[src/rtl/parity_frame_rx_if.sv]
// Bundle between the serial front end / word consumer and parity_frame_rx.
// master = link/consumer side, slave = the receiver itself.
interface parity_frame_rx_if #(
  parameter int DATA_BITS = 3,
  parameter int CNT_W     = 8
);
  logic                 bit_valid;
  logic                 bit_in;
  logic                 busy;
  logic                 frame_valid;
  logic                 out_ready;
  logic [DATA_BITS-1:0] frame_data;
  logic                 parity_err;
  logic [CNT_W-1:0]     err_count;

  modport master (
    output bit_valid, bit_in, out_ready,
    input  busy, frame_valid, frame_data, parity_err, err_count
  );

  modport slave (
    input  bit_valid, bit_in, out_ready,
    output busy, frame_valid, frame_data, parity_err, err_count
  );
endinterface

[src/rtl/parity_frame_rx.sv]
// Even-parity serial frame receiver: DATA_BITS data bits (MSB first) + parity bit,
// valid/ready output. Optional saturating error counter under PARITY_ERR_COUNT_EN.
module parity_frame_rx #(
  parameter int DATA_BITS = 3,
  parameter int CNT_W     = 8
) (
  input  logic               clock,
  input  logic               reset_b,
  parity_frame_rx_if.slave   bus
);
  localparam int CW = $clog2(DATA_BITS + 2);
  localparam logic [CW-1:0] LAST_DATA = CW'(DATA_BITS);

  localparam logic [1:0] S_IDLE = 2'd0;
  localparam logic [1:0] S_RECV = 2'd1;
  localparam logic [1:0] S_HOLD = 2'd2;

  logic [1:0]           state_q, state_d;
  logic [CW-1:0]        cnt_q, cnt_d;
  logic                 acc_q, acc_d;
  logic [DATA_BITS-1:0] shift_q, shift_d;
  logic [DATA_BITS-1:0] data_q, data_d;
  logic                 perr_q, perr_d;
  logic                 fv_q, fv_d;
  logic                 busy_q, busy_d;
  logic                 handshake;
  logic [DATA_BITS-1:0] shifted;

  assign handshake = fv_q & bus.out_ready;
  assign shifted   = {shift_q[DATA_BITS-2:0], bus.bit_in};

  always_comb begin
    state_d = state_q;
    cnt_d   = cnt_q;
    acc_d   = acc_q;
    shift_d = shift_q;
    data_d  = data_q;
    perr_d  = perr_q;
    fv_d    = fv_q;
    busy_d  = busy_q;
    case (state_q)
      S_IDLE: begin
        if (bus.bit_valid) begin
          shift_d = shifted;
          acc_d   = bus.bit_in;
          cnt_d   = CW'(1);
          state_d = S_RECV;
        end
      end
      S_RECV: begin
        if (bus.bit_valid) begin
          acc_d = acc_q ^ bus.bit_in;
          cnt_d = cnt_q + CW'(1);
          // cnt_q == DATA_BITS means this is the parity bit: not shifted
          if (cnt_q == LAST_DATA) begin
            state_d = S_HOLD;
            data_d  = shift_q;
            perr_d  = acc_q ^ bus.bit_in;
            fv_d    = 1'b1;
            busy_d  = 1'b1;
          end else begin
            shift_d = shifted;
          end
        end
      end
      S_HOLD: begin
        if (handshake) begin
          state_d = S_IDLE;
          fv_d    = 1'b0;
          busy_d  = 1'b0;
          cnt_d   = '0;
          acc_d   = 1'b0;
        end
      end
      default: state_d = S_IDLE;
    endcase
  end

  always_ff @(posedge clock or negedge reset_b) begin
    if (!reset_b) begin
      state_q <= S_IDLE;
      cnt_q   <= '0;
      acc_q   <= 1'b0;
      shift_q <= '0;
      data_q  <= '0;
      perr_q  <= 1'b0;
      fv_q    <= 1'b0;
      busy_q  <= 1'b0;
    end else begin
      state_q <= state_d;
      cnt_q   <= cnt_d;
      acc_q   <= acc_d;
      shift_q <= shift_d;
      data_q  <= data_d;
      perr_q  <= perr_d;
      fv_q    <= fv_d;
      busy_q  <= busy_d;
    end
  end

  assign bus.busy        = busy_q;
  assign bus.frame_valid = fv_q;
  assign bus.frame_data  = data_q;
  assign bus.parity_err  = perr_q;

`ifdef PARITY_ERR_COUNT_EN
  logic [CNT_W-1:0] errc_q, errc_d;

  always_comb begin
    errc_d = errc_q;
    if ((state_q == S_HOLD) && handshake && perr_q && (errc_q != '1))
      errc_d = errc_q + CNT_W'(1);
  end

  always_ff @(posedge clock or negedge reset_b) begin
    if (!reset_b) errc_q <= '0;
    else          errc_q <= errc_d;
  end

  assign bus.err_count = errc_q;
`else
  assign bus.err_count = '0;
`endif

  a_busy_fv: assert property (@(posedge clock) disable iff (!reset_b) busy_q == fv_q);
  a_hold_fv: assert property (@(posedge clock) disable iff (!reset_b) fv_q == (state_q == S_HOLD));

endmodule

[src/flat_wrapper.sv]
// flat-port wrapper written by rule: the top's interface ports become plain ports
module parity_frame_rx_flat 
#(
  parameter int DATA_BITS = 3,
  parameter int CNT_W     = 8
)
  (clock, reset_b, bus_bit_valid, bus_bit_in, bus_out_ready, bus_busy, bus_frame_valid, bus_frame_data, bus_parity_err, bus_err_count);
  parity_frame_rx_if #(.DATA_BITS(DATA_BITS), .CNT_W(CNT_W)) bus_i ();
  input  logic clock;
  input  logic reset_b;
  input wire logic [$bits(bus_i.bit_valid)-1:0] bus_bit_valid;
  input wire logic [$bits(bus_i.bit_in)-1:0] bus_bit_in;
  input wire logic [$bits(bus_i.out_ready)-1:0] bus_out_ready;
  output wire logic [$bits(bus_i.busy)-1:0] bus_busy;
  output wire logic [$bits(bus_i.frame_valid)-1:0] bus_frame_valid;
  output wire logic [$bits(bus_i.frame_data)-1:0] bus_frame_data;
  output wire logic [$bits(bus_i.parity_err)-1:0] bus_parity_err;
  output wire logic [$bits(bus_i.err_count)-1:0] bus_err_count;
  assign bus_i.bit_valid = bus_bit_valid;
  assign bus_i.bit_in = bus_bit_in;
  assign bus_i.out_ready = bus_out_ready;
  assign bus_busy = bus_i.busy;
  assign bus_frame_valid = bus_i.frame_valid;
  assign bus_frame_data = bus_i.frame_data;
  assign bus_parity_err = bus_i.parity_err;
  assign bus_err_count = bus_i.err_count;
  parity_frame_rx #(.DATA_BITS(DATA_BITS), .CNT_W(CNT_W)) u_core (.clock(clock), .reset_b(reset_b), .bus(bus_i));
endmodule
[config.mk]
export PLATFORM = sky130hd
export DESIGN_NAME = parity_frame_rx_flat
export DESIGN_NICKNAME = d
export VERILOG_FILES = /design/src/rtl/parity_frame_rx_if.sv /design/src/rtl/parity_frame_rx.sv /design/src/flat_wrapper.sv
export SDC_FILE = /design/constraint.sdc
export NUM_CORES = 1
export LEC_CHECK = 0
export CAP_MARGIN = 40
export CORE_UTILIZATION = 52
export CTS_CLUSTER_DIAMETER = 80
export CTS_CLUSTER_SIZE = 40
export DETAILED_ROUTE_END_ITERATION = 7
export PLACE_DENSITY = 0.82
export SYNTH_ARGS = -nofsm -noshare
export SYNTH_HDL_FRONTEND = slang
export SYNTH_SLANG_ARGS = --single-unit
[constraint.sdc]
create_clock -name clock -period 2.8 [get_ports clock]
set_input_delay 0.56 -clock clock [delete_from_list [all_inputs] [get_ports clock]]
set_output_delay 0.56 -clock clock [all_outputs]
set_load 0.1 [all_outputs]
# Word level (Yosys, flattened, before mapping)
# Cells that the tools add are included.
[word_totals]
ff_bits = 14
wordCells = 47
[classes]
addsub = 1
n_eq_ne = 8
muxes = 20
bitwise_logic = 2
reduce_logical = 9
[op_table]
columns = ["operator", "count"]
rows = [
  ["2-to-1 mux 3 bit", 6],
  ["AND reduction 4 bit", 4],
  ["one-hot mux 3 bit (3 select lines)", 1],
  ["2-to-1 mux 2 bit", 4],
  ["inequality test 2 bit (second input constant)", 3],
  ["one-hot mux 2 bit (3 select lines)", 1],
  ["one-hot mux 3 bit (2 select lines)", 1],
  ["2-to-1 mux 1 bit", 5],
  ["inequality test 2 x 1 -> 1 bit (second input constant)", 2],
  ["nonzero test 2 bit", 2],
  ["adder 3 x 1 -> 3 bit (second input constant)", 1],
  ["equality test 3 x 2 -> 1 bit (second input constant)", 1],
  ["one-hot mux 1 bit (3 select lines)", 1],
  ["AND reduction 3 bit", 1],
  ["nonzero test 3 bit", 1],
  ["equality test 2 x 1 -> 1 bit (second input constant)", 1],
  ["equality test 2 bit (second input constant)", 1],
  ["zero test 2 bit", 1],
  ["one-hot mux 1 bit (2 select lines)", 1],
  ["bitwise AND 1 bit", 1],
  ["XOR 1 bit", 1],
]

# Logic depth before layout (Yosys ltp)
# Gate-level depths: netlist of run 1.
[logic_depth]
word_depth = 4
depth_mapped = 6
depth_no_buf = 5

# Worst setup path before layout of run 1
# No wires, ideal clock.
[synth_timing]
kind = "flip-flop to output port"
from = "register u_core.fv_q, in the netlist u_core.bus.frame_valid"
to = "output bus_frame_valid"
t_arrival_ps = 1373
t_required_ps = 2240
path_slack_ps = 867
path_stages_with_launch = 2
path_cell_list = "dfrtp_1 buf_4"
[synth_lines]
columns = ["item", "line", "text"]
rows = [
  ["start: declaration", "parity_frame_rx.sv:24", "logic fv_q, fv_d;"],
  ["start signal: assignment", "parity_frame_rx.sv:96", "fv_q <= fv_d;"],
  ["end: declaration", "flat_wrapper.sv:15", "output wire logic [$bits(bus_i.frame_valid)-1:0] bus_frame_valid;"],
]
# No word-level cell between the ends.

# Final worst setup path of run 1
[layout_timing]
from = "register u_core.state_q[1]"
to = "register u_core.state_q[0]"
[layout_between]
elab_chain_cells = 3
elab_cells_between_ends = 9
cone_classes = "eq/ne: 6; mux: 1; reduce/logical: 2"
[layout_lines]
columns = ["item", "line", "text"]
rows = [
  ["start: declaration", "parity_frame_rx.sv:18", "logic [1:0] state_q, state_d;"],
  ["start signal: assignment", "parity_frame_rx.sv:90", "state_q <= state_d;"],
  ["equality test 2 bit (tied with other cells)", "parity_frame_rx.sv:41", "case (state_q)"],
  ["inequality test 2 x 1 -> 1 bit (no line) / inequality test 2 bit (equally long branches)", "--", ""],
  ["AND reduction 4 bit (no line)", "--", ""],
]
# Parallel ways exist; a longest one is shown, timed or not.
# A chain may end at the register's enable or synchronous reset.

==> impl_summary.txt, run 1 <==
----------------------------------------------------
[Synthesis]
  Post-synthesis async set-or-reset flop share ... 100%
  Count of state elements after synthesis ... 14
  Unique cell type count in the Yosys netlist ... 25
  Area share of the largest cell type after synthesis ... 41.7%
  Average footprint of a synthesized cell ... 11.8 µm²
  Most numerous cell in the Yosys netlist ... sky130_fd_sc_hd__dfrtp_1
  Most area-hungry cell type in the Yosys netlist ... sky130_fd_sc_hd__dfrtp_1
  Post-Syn Area ... 840 µm²
  Synthesis warning total ... 0
  Largest cells by area after synthesis ... sky130_fd_sc_hd__dfrtp_1, sky130_fd_sc_hd__mux2_2, sky130_fd_sc_hd__ha_1
  Most instantiated flip-flop cell in the synthesis netlist ... sky130_fd_sc_hd__dfrtp_1
  EDFF count, synth ... 0
  Most frequent cells after synthesis ... sky130_fd_sc_hd__dfrtp_1, sky130_fd_sc_hd__mux2_2, sky130_fd_sc_hd__buf_4
  Synthesized instance count ... 71
  Sequential cell area fraction in the yosys report ... 41.7%

[Critical path]
  Slowest stage cell, crit path ... sky130_fd_sc_hd__dfrtp_1
  Required time worst endpoint ... 2.96 ns
  Top fanout value on the critical path ... 10
  Worst Setup Start Kind ... register
  Setup CP Type ... register to register
  Ordered list of cells on the worst path ... inv_1 > ha_1 > o21ba_1 > nor3_1 > mux2_2
  Endpoint class of the critical path ... register
  CP bufs+invs ... 1
  Top delay family on crit path ... flip-flops
  Crit path DAT ... 2.03 ns
  Biggest cell delay along the critical path ... 0.39 ns

[Clock network]
  Maximum root-to-sink buffer count ... 2
  Clock tree from TritonCTS ... yes
  Post-CTS setup buffer count ... 0
  Clock slew seen by the registers of the worst setup and hold paths ... 0.08 ns
  Clock Tree Root ... sky130_fd_sc_hd__clkbuf_4
  Number of levels the H-tree was split into ... 1
  Post-CTS Hold Buffers ... 0
  Number of clock buffers inserted by TritonCTS ... 3
  Later-pin clock latency in the skew report ... 0.27 ns
  Sinks on the clock net ... 14
  PostCTS Resize Cnt ... 0

[Drt]
  Final routed DRC violation total ... 0
  First drt pass iteration count ... 2
  Final ANT Viol Nets ... 0
  Vias after detailed routing ... 527
  Average wire per cell in the routed design ... 12.9 µm
  Via/cell ratio ... 5.38
  WL final ... 1270 µm
  First DRT Iteration DRCs ... 1

[Global routing]
  Wire length of the first global-routing pass ... 2220 µm
  Maximum number of pins on one net before global-route repair ... 15
  GRT overflow ... 0
  Antenna violations before repair ... 0
  GRT Overall Usage ... 16.9%
  Number of global-route vias before repair ... 538

[Placed design]
  Placed Area ... 892 µm²
  Final HPWL DP ... 973 µm
  Worst slack, placed ... 0.746 ns
  Count of port buffers added during placement ... 10
  Final GP Congestion ... 0.802

[STA]
  Slew margin rel. ... 57.7%
  Clock tree skew after final layout ... 0.00130 ns
  Pin slew with the least headroom to its limit ... 0.633 ns
  Setup repair after global routing missed its margin ... false
  Minimum clock period ... 1.86 ns
  Worst-case setup margin in the final layout ... 0.936 ns
  Aggregate negative setup slack ... 0 ns
  Final setup vio count ... 0
  Count of final max-slew check failures ... 0
  Highest attainable clock frequency ... 0.536 GHz
  Share of the cycle needed by the critical path after routing ... 66.6%
  Hold Violations, Final ... 0

[Die]
  Area of the core ... 1510 µm²
  Effective utilization at floorplan ... 55.7%
  I/O pin total ... 19
  Area enclosed by the die boundary ... 1780 µm²
  Height of the die ... 42.2 µm
  Floorplan row count ... 14
  Die boundary width ... 42.2 µm

[Cells and area]
  Number of filler cells placed in the layout ... 125
  Share of the core filled with cells in the final layout ... 61.6%
  Cell area after layout ... 928 µm²
  Area delta synth->final ... 10.6%
  Fraction of layout instances using a drive strength above 1 ... 26.8%
  Antenna Cells ... 0
  Number of nets in the finished design ... 96

[Flow run]
  Max-cap check violation count ... 0

[Hold path]
  Path class of the lowest-slack min-delay path ... register to register

[Outcome]
  Result of the run ... completed

----------------------------------------------------
==> worst min-delay path, stage by stage (launching register included) <==
cell and delay, ns:
sky130_fd_sc_hd__dfrtp_1 0.35, sky130_fd_sc_hd__nand2_1 0.05, sky130_fd_sc_hd__o21ai_0 0.06
==> final timing paths <==
path	start	endpoint	slack (ns)	cells after the start
hold / removal	u_core.bus.parity_err	u_core.bus.parity_err	0.50	2
setup / recovery	u_core.state_q[1]	u_core.state_q[0]	0.94	5
setup reg to reg	u_core.state_q[1]	u_core.state_q[0]	0.94	5
max in group asynchronous	reset_b	u_core.acc_q	1.72	1
min in group asynchronous	reset_b	u_core.bus.frame_valid	0.67	1
hold reg to reg	u_core.bus.parity_err	u_core.bus.parity_err	0.50	2
==> area by class of cell <==
| class | instances | area, µm² | share of cell area (%) |
|---|---|---|---|
| repair buffers | 10 | 85.1 | 9.16 |
| well taps | 16 | 20.0 | 2.16 |
| clock buffers | 4 | 36.3 | 3.91 |
| flip-flops and latches | 14 | 350 | 37.7 |
| multi-input cells | 50 | 422 | 45.4 |
| inverters | 4 | 15.0 | 1.62 |
==> cells in the final DEF, fill, tap and decap left out, types with 2 or more instances in the layout <==
cell and n:
sky130_fd_sc_hd__o21ai_0 2, sky130_fd_sc_hd__mux2i_1 2, sky130_fd_sc_hd__nor2b_1 4, sky130_fd_sc_hd__clkbuf_4 3, sky130_fd_sc_hd__clkdlybuf4s50_1 4, sky130_fd_sc_hd__nor3_1 2, sky130_fd_sc_hd__inv_1 4, sky130_fd_sc_hd__dfrtp_1 14
sky130_fd_sc_hd__mux2_2 10, sky130_fd_sc_hd__conb_1 8, sky130_fd_sc_hd__buf_4 6, sky130_fd_sc_hd__ha_1 8
==> per-stage QoR <==
step / hold slack, ns / std cells
2_1_floorplan: 0.264 / 78
3_3_place_gp: 0.475 / 94
3_5_place_dp: 0.482 / 94
4_1_cts: 0.504 / 98
5_1_grt: 0.527 / 98
6_report: 0.495 / 98
==> metal layers <==
layer	up-vias	global-route usage, %	wire (µm)	share of wire (%)
met5	-	0	0	0
met4	0	8.75	8	0.63
met3	2	3.02	55	4.3
met2	14	29.5	618	49
met1	260	19.5	584	46
li1	251	-	-	-
==> flip-flops by register name (all words and copies together), names as in the netlist <==
signal and flops:
u_core.bus.frame_valid 1, u_core.state_q 2, u_core.acc_q 1, u_core.bus.parity_err 1, u_core.shift_q 3, u_core.cnt_q 3
u_core.bus.frame_data 3
==> kinds of logic (layout without fill, tap and decap cells) <==
family                     after synthesis  in the layout  synth area share, %
muxes                                   12             12                 15.8
AOI/OAI and AO/OA                        8              8                 7.75
adders and majority gates                8              8                 11.9
buffers and inverters                   14             18                 11.2
and+or+nand+nor                         13             13                 10.1
DFF                                     14             14                 41.7
other                                    1              8                0.447
xor gates and xnor gates                 1              1                 1.04
Power of run 1 is not shown: default switching activity piles up to over one toggle a cycle in this logic, so the estimate is an artifact.
==> run 2, diff against run 1 <==
--- a/config.mk
+++ b/config.mk
@@ -6,11 +6,11 @@
 export NUM_CORES = 1
 export LEC_CHECK = 0
 export CAP_MARGIN = 40
-export CORE_UTILIZATION = 52
+export CORE_UTILIZATION = 48
 export CTS_CLUSTER_DIAMETER = 80
 export CTS_CLUSTER_SIZE = 40
 export DETAILED_ROUTE_END_ITERATION = 7
-export PLACE_DENSITY = 0.82
+export PLACE_DENSITY = 0.77
 export SYNTH_ARGS = -nofsm -noshare
 export SYNTH_HDL_FRONTEND = slang
 export SYNTH_SLANG_ARGS = --single-unit
==> constraint.sdc (replaced) <==
create_clock -name clock -period 1.9 [get_ports clock]
set_input_delay 0.38 -clock clock [delete_from_list [all_inputs] [get_ports clock]]
set_output_delay 0.38 -clock clock [all_outputs]
set_load 0.1 [all_outputs]
==> run 2 against run 1 <==
  * The run now ends with DRC left
  * Via count shrank 1.3%
  * Worst setup slack worse by 0.77 ns
  * Critical path type unchanged
  * Non-clock buffer count up 3
  * Routed wire length rose by 9.5%
  * Utilization is 0.83 points higher
  * Highest routed layer is now met3
  * First-iteration DRC count rose to 6.0 times the previous value
==> impl_summary.txt, run 2 (synthesized netlist as in run 1, its figures left out) <==
----------------------------------------------------
[Outcome]
  Result of the run ... complete, but fails checks
  Violated checks ... DRC

[Die]
  Height of the die ... 43.8 µm (+3.9%)
  Floorplan row count ... 14 (unchanged)
  Die boundary width ... 43.8 µm (+3.9%)
  I/O pin total ... 19 (unchanged)
  Area enclosed by the die boundary ... 1920 µm² (+7.9%)
  Area of the core ... 1580 µm² (+4.7%)
  Effective utilization at floorplan ... 53.3% (-2.5 points)

[Hold path]
  Path class of the lowest-slack min-delay path ... input pin to asynchronous set/reset pin

[Critical path]
  Setup CP Type ... register to register
  Ordered list of cells on the worst path ... inv_1 > ha_1 > a21boi_2 > nor3_2 > mux2_2
  Worst Setup Start Kind ... register
  Required time worst endpoint ... 2.06 ns (-0.90 ns)
  Crit path DAT ... 1.90 ns (-0.13 ns)
  Endpoint class of the critical path ... register
  CP bufs+invs ... 1 (unchanged)
  Top fanout value on the critical path ... 5 (-5)
  Biggest cell delay along the critical path ... 0.43 ns (+0.04 ns)
  Slowest stage cell, crit path ... sky130_fd_sc_hd__dfrtp_1
  Top delay family on crit path ... flip-flops

[Global routing]
  Antenna violations before repair ... 0 (unchanged)
  Wire length of the first global-routing pass ... 2390 µm (+7.5%)
  Number of global-route vias before repair ... 540 (+0.37%)
  Maximum number of pins on one net before global-route repair ... 15 (unchanged)
  GRT Overall Usage ... 17.0% (+0.11 points)
  GRT overflow ... 0 (unchanged)

[Clock network]
  PostCTS Resize Cnt ... 0 (unchanged)
  Post-CTS Hold Buffers ... 0 (unchanged)
  Later-pin clock latency in the skew report ... 0.27 ns (about the same)
  Maximum root-to-sink buffer count ... 2 (unchanged)
  Number of levels the H-tree was split into ... 1 (unchanged)
  Number of clock buffers inserted by TritonCTS ... 3 (unchanged)
  Clock Tree Root ... sky130_fd_sc_hd__clkbuf_4
  Sinks on the clock net ... 14 (unchanged)
  Clock tree from TritonCTS ... yes
  Clock slew seen by the registers of the worst setup and hold paths ... 0.08 ns (about the same)
  Post-CTS setup buffer count ... 0 (unchanged)

[STA]
  Share of the cycle needed by the critical path after routing ... 91.4% (+25 points)
  Final setup vio count ... 0 (unchanged)
  Count of final max-slew check failures ... 0 (unchanged)
  Clock tree skew after final layout ... 0.00159 ns (+0.000289 ns)
  Aggregate negative setup slack ... 0 ns (unchanged)
  Highest attainable clock frequency ... 0.576 GHz (+7.3%)
  Hold Violations, Final ... 0 (unchanged)
  Setup repair after global routing missed its margin ... false
  Minimum clock period ... 1.74 ns (-0.126 ns)

[Placed design]
  Final GP Congestion ... 0.807 (+0.57%)
  Final HPWL DP ... 1080 µm (+11%)
  Count of port buffers added during placement ... 10 (unchanged)

[Drt]
  First drt pass iteration count ... 5 (+3)
  First DRT Iteration DRCs ... 6 (+5)
  Final ANT Viol Nets ... 0 (unchanged)
  Via/cell ratio ... 5.15 (-4.3%)
  Final routed DRC violation total ... 3 (+3)
  Vias after detailed routing ... 520 (-1.3%)
  WL final ... 1390 µm (+9.5%)
  Average wire per cell in the routed design ... 13.7 µm (+6.2%)

[Cells and area]
  Number of filler cells placed in the layout ... 114 (-8.8%)
  Number of nets in the finished design ... 99 (+3.1%)
  Leading cell types in the layout, fill and taps excluded ... sky130_fd_sc_hd__dfrtp_1, sky130_fd_sc_hd__mux2_2, sky130_fd_sc_hd__conb_1, sky130_fd_sc_hd__ha_1, sky130_fd_sc_hd__buf_4
  Area delta synth->final ... 17.3%
  Antenna Cells ... 0 (unchanged)
  Most common cell after layout, fill and taps aside ... sky130_fd_sc_hd__dfrtp_1
  Fraction of layout instances using a drive strength above 1 ... 32.9% (+6.1 points)

[Flow run]
  Max-cap check violation count ... 0 (unchanged)

----------------------------------------------------
==> run 2: cell type report <==
cell class	instances	area [µm²]	share of cell area, %
tap	16	20.0	2.03
timing repair buffer	13	133	13.5
clock buffer	4	36.3	3.68
sequential	14	352	35.7
inverter	4	15.0	1.52
multi-input combinational	50	429	43.6
==> run 2: final timing paths <==
check	endpoint	slack, ns	cells past startpoint	start
worst max-delay path	u_core.cnt_q[0]	0.16	5	u_core.state_q[0]
worst min-delay path	u_core.cnt_q[1]	0.42	2	reset_b
worst max register to register	u_core.cnt_q[0]	0.16	5	u_core.state_q[0]
worst min register to register	u_core.bus.parity_err	0.50	2	u_core.bus.parity_err
max in group asynchronous	u_core.bus.frame_valid	1.30	2	reset_b
min in group clock	u_core.bus.parity_err	0.50	2	u_core.bus.parity_err
==> run 2: through the flow <==
| stage | worst slack, ns | instance area (µm²) | std cells | hold WS [ns] | util (%) |
|---|---|---|---|---|---|
| final | 0.162 | 985 | 101 | 0.416 | 62.5 |
| after global routing | 0.0584 | 985 | 101 | 0.447 | 62.5 |
| after CTS | 0.0424 | 977 | 101 | 0.420 | 62.0 |
| after detailed placement | 0.0438 | 941 | 97 | 0.482 | 59.7 |
| after global placement | 0.0706 | 941 | 97 | 0.471 | 59.7 |
| after floorplan | 0.228 | 867 | 78 | 0.0844 | - |
==> run 2: worst reg2reg max path, delay by kind of cell, from the launching register on <==
kind            cells  cell delay [ns]
compound gates      1             0.21
fa+ha+maj           1             0.25
buf+inv             1             0.10
flops               1             0.43
mux                 1             0.37
simple gates        1             0.27
==> run 2: layer usage <==
metal,track usage (%),wire [µm],vias up
met5,0,0,-
li1,-,-,253
met3,3.75,65,0
met2,29.3,702,16
met1,21.8,619,251
met4,3.75,0,0
Power of run 2 is left out for the same reason.
==> RTL edit (flow settings as in run 1) <==
Add a define of `PARITY_ERR_COUNT_EN`.
--- a/src/rtl/parity_frame_rx.sv
+++ b/src/rtl/parity_frame_rx.sv
@@ -1,5 +1,7 @@
 // Even-parity serial frame receiver: DATA_BITS data bits (MSB first) + parity bit,
 // valid/ready output. Optional saturating error counter under PARITY_ERR_COUNT_EN.
+`define PARITY_ERR_COUNT_EN
+
 module parity_frame_rx #(
   parameter int DATA_BITS = 3,
   parameter int CNT_W     = 8
Formal check against the unedited RTL: not equivalent (a bounded check fails within 10 cycles, from zero or initial values and one cycle with reset_b low).
==> RTL edit against run 1 <==
  * Cell area is 50% higher
  * Count of clock-buffer cells in the layout is 1 lower
  * Critical path type unchanged
  * Synthesized area is 39% higher
  * Non-clock buffer count is 9 higher
  * Routed wire length is 66% higher
  * Critical endpoint is now u_core.bus.err_count[7]$_DFFE_PN0P_
  * Die area is 37% higher
  * Maximum frequency is 2.7% lower
  * Sequential cell count is 8 higher
  * Setup slack worse by 0.052 ns
==> RTL edit: results (changes against run 1) <==
Place
  – Detailed placement HPWL: 1.54 mm (+58%)
  – Pre-CTS setup slack: 0.726 ns (-0.0200 ns)
  – Count of buffers from port buffering: 18 (+8)
  – Number of cells in the design after placement: 146 (+55%)

Cells and area
  – Count of non-CTS buffers in the layout: 19 (+9)
  – Layout filler cell count: 159 (+27%)
  – Clock-cell share of area: 3.77% (-0.13 points)
  – Fraction of cell area in non-clock buffers: 11.0% (+1.8 points)
  – Ratio of cells with drive above 1 in the final layout: 23.6% (-3.3 points)
  – Inverters: 5 (+1)
  – Final net count: 138 (+44%)
  – Multi-input gate share of total cell area: 42.0% (-3.5 points)

Route
  – Met3 Wirelength: 70 microns (+27%)
  – Wire length on met1: 928 microns (+59%)
  – Drt pass-1 iters: 4 (+2)
  – 1st-iter DRT viols: 5 (+4)
  – Total number of vias: 842 (+60%)
  – Post-Route WL: 2.11 mm (+66%)
  – Sum of met2 wire segment lengths after detailed routing: 1.09 mm (+77%)

Logic synthesis
  – FF+latch count, synth: 22 (+8)
  – Average cell area after synthesis: 11.4 sq um (-3.3%)
  – Xor/xnor cell area share of the yosys netlist: 3.00% (+2.0 points)
  – Dominant cells by area after synthesis: sky130_fd_sc_hd__dfrtp_1, sky130_fd_sc_hd__ha_1, sky130_fd_sc_hd__mux2_1, sky130_fd_sc_hd__o21ai_1, sky130_fd_sc_hd__xnor2_1
  – Sequential area share after synthesis: 47.2% (+5.5 points)
  – Area fraction in compound gates after synthesis: 12.9% (+5.1 points)
  – Multiplexer fraction of the synthesized cell area: 10.9% (-4.9 points)

Setup path
  – Endpoint arrival time on the critical path: 2.12 ns (+0.09 ns)
  – Maximum fanout count along the critical path: 6 (-4)

Timing
  – Final worst clock skew: 0.00220 ns (+0.000907 ns)

Global routing
  – Met1 layer usage reported by global route: 23.7% (+4.2 points)
  – Wire length of the first global-routing pass: 3.73 mm (+68%)

Status
  – Run status: complete, no violations

Die
  – Core area: 0.00204 sq mm (+36%)
==> RTL edit: cell types whose count changed after synthesis, moves of 3 or more <==
cell / run 1 / this run
sky130_fd_sc_hd__mux2_1: 0 / 7
sky130_fd_sc_hd__nand2_1: 1 / 7
sky130_fd_sc_hd__nand4b_1: 0 / 3
sky130_fd_sc_hd__mux2_2: 10 / 3
sky130_fd_sc_hd__o21ai_1: 1 / 7
sky130_fd_sc_hd__a21oi_1: 0 / 4
sky130_fd_sc_hd__buf_4: 9 / 1
sky130_fd_sc_hd__dfrtp_1: 14 / 22
sky130_fd_sc_hd__nor2b_1: 4 / 0
sky130_fd_sc_hd__nand3_1: 1 / 4
sky130_fd_sc_hd__xnor2_1: 1 / 4
==> RTL edit: where the power goes <==
part / switching (W) / internal (W)
Combinational: 0.000464 / 0.000223
Sequential: 0.0000646 / 0.000407
Clock: 0.0000998 / 0.000145
Total: 0.000628 / 0.000775
==> RTL edit: path summary, 6_finish.rpt <==
check	from	depth (start not counted)	to	slack [ns]
hold / removal	u_core.shift_q[2]$_DFFE_PN0P_	1	u_core.shift_q[2]$_DFFE_PN0P_	0.51
max in group asynchronous	reset_b	2	u_core.state_q[0]$_DFFE_PN0P_	1.99
min in group asynchronous	reset_b	2	u_core.bus.err_count[0]$_DFFE_PN0P_	0.59
setup / recovery	u_core.state_q[0]$_DFFE_PN0P_	6	u_core.bus.err_count[7]$_DFFE_PN0P_	0.88
hold reg to reg	u_core.shift_q[2]$_DFFE_PN0P_	1	u_core.shift_q[2]$_DFFE_PN0P_	0.51
setup reg to reg	u_core.state_q[0]$_DFFE_PN0P_	6	u_core.bus.err_count[7]$_DFFE_PN0P_	0.88
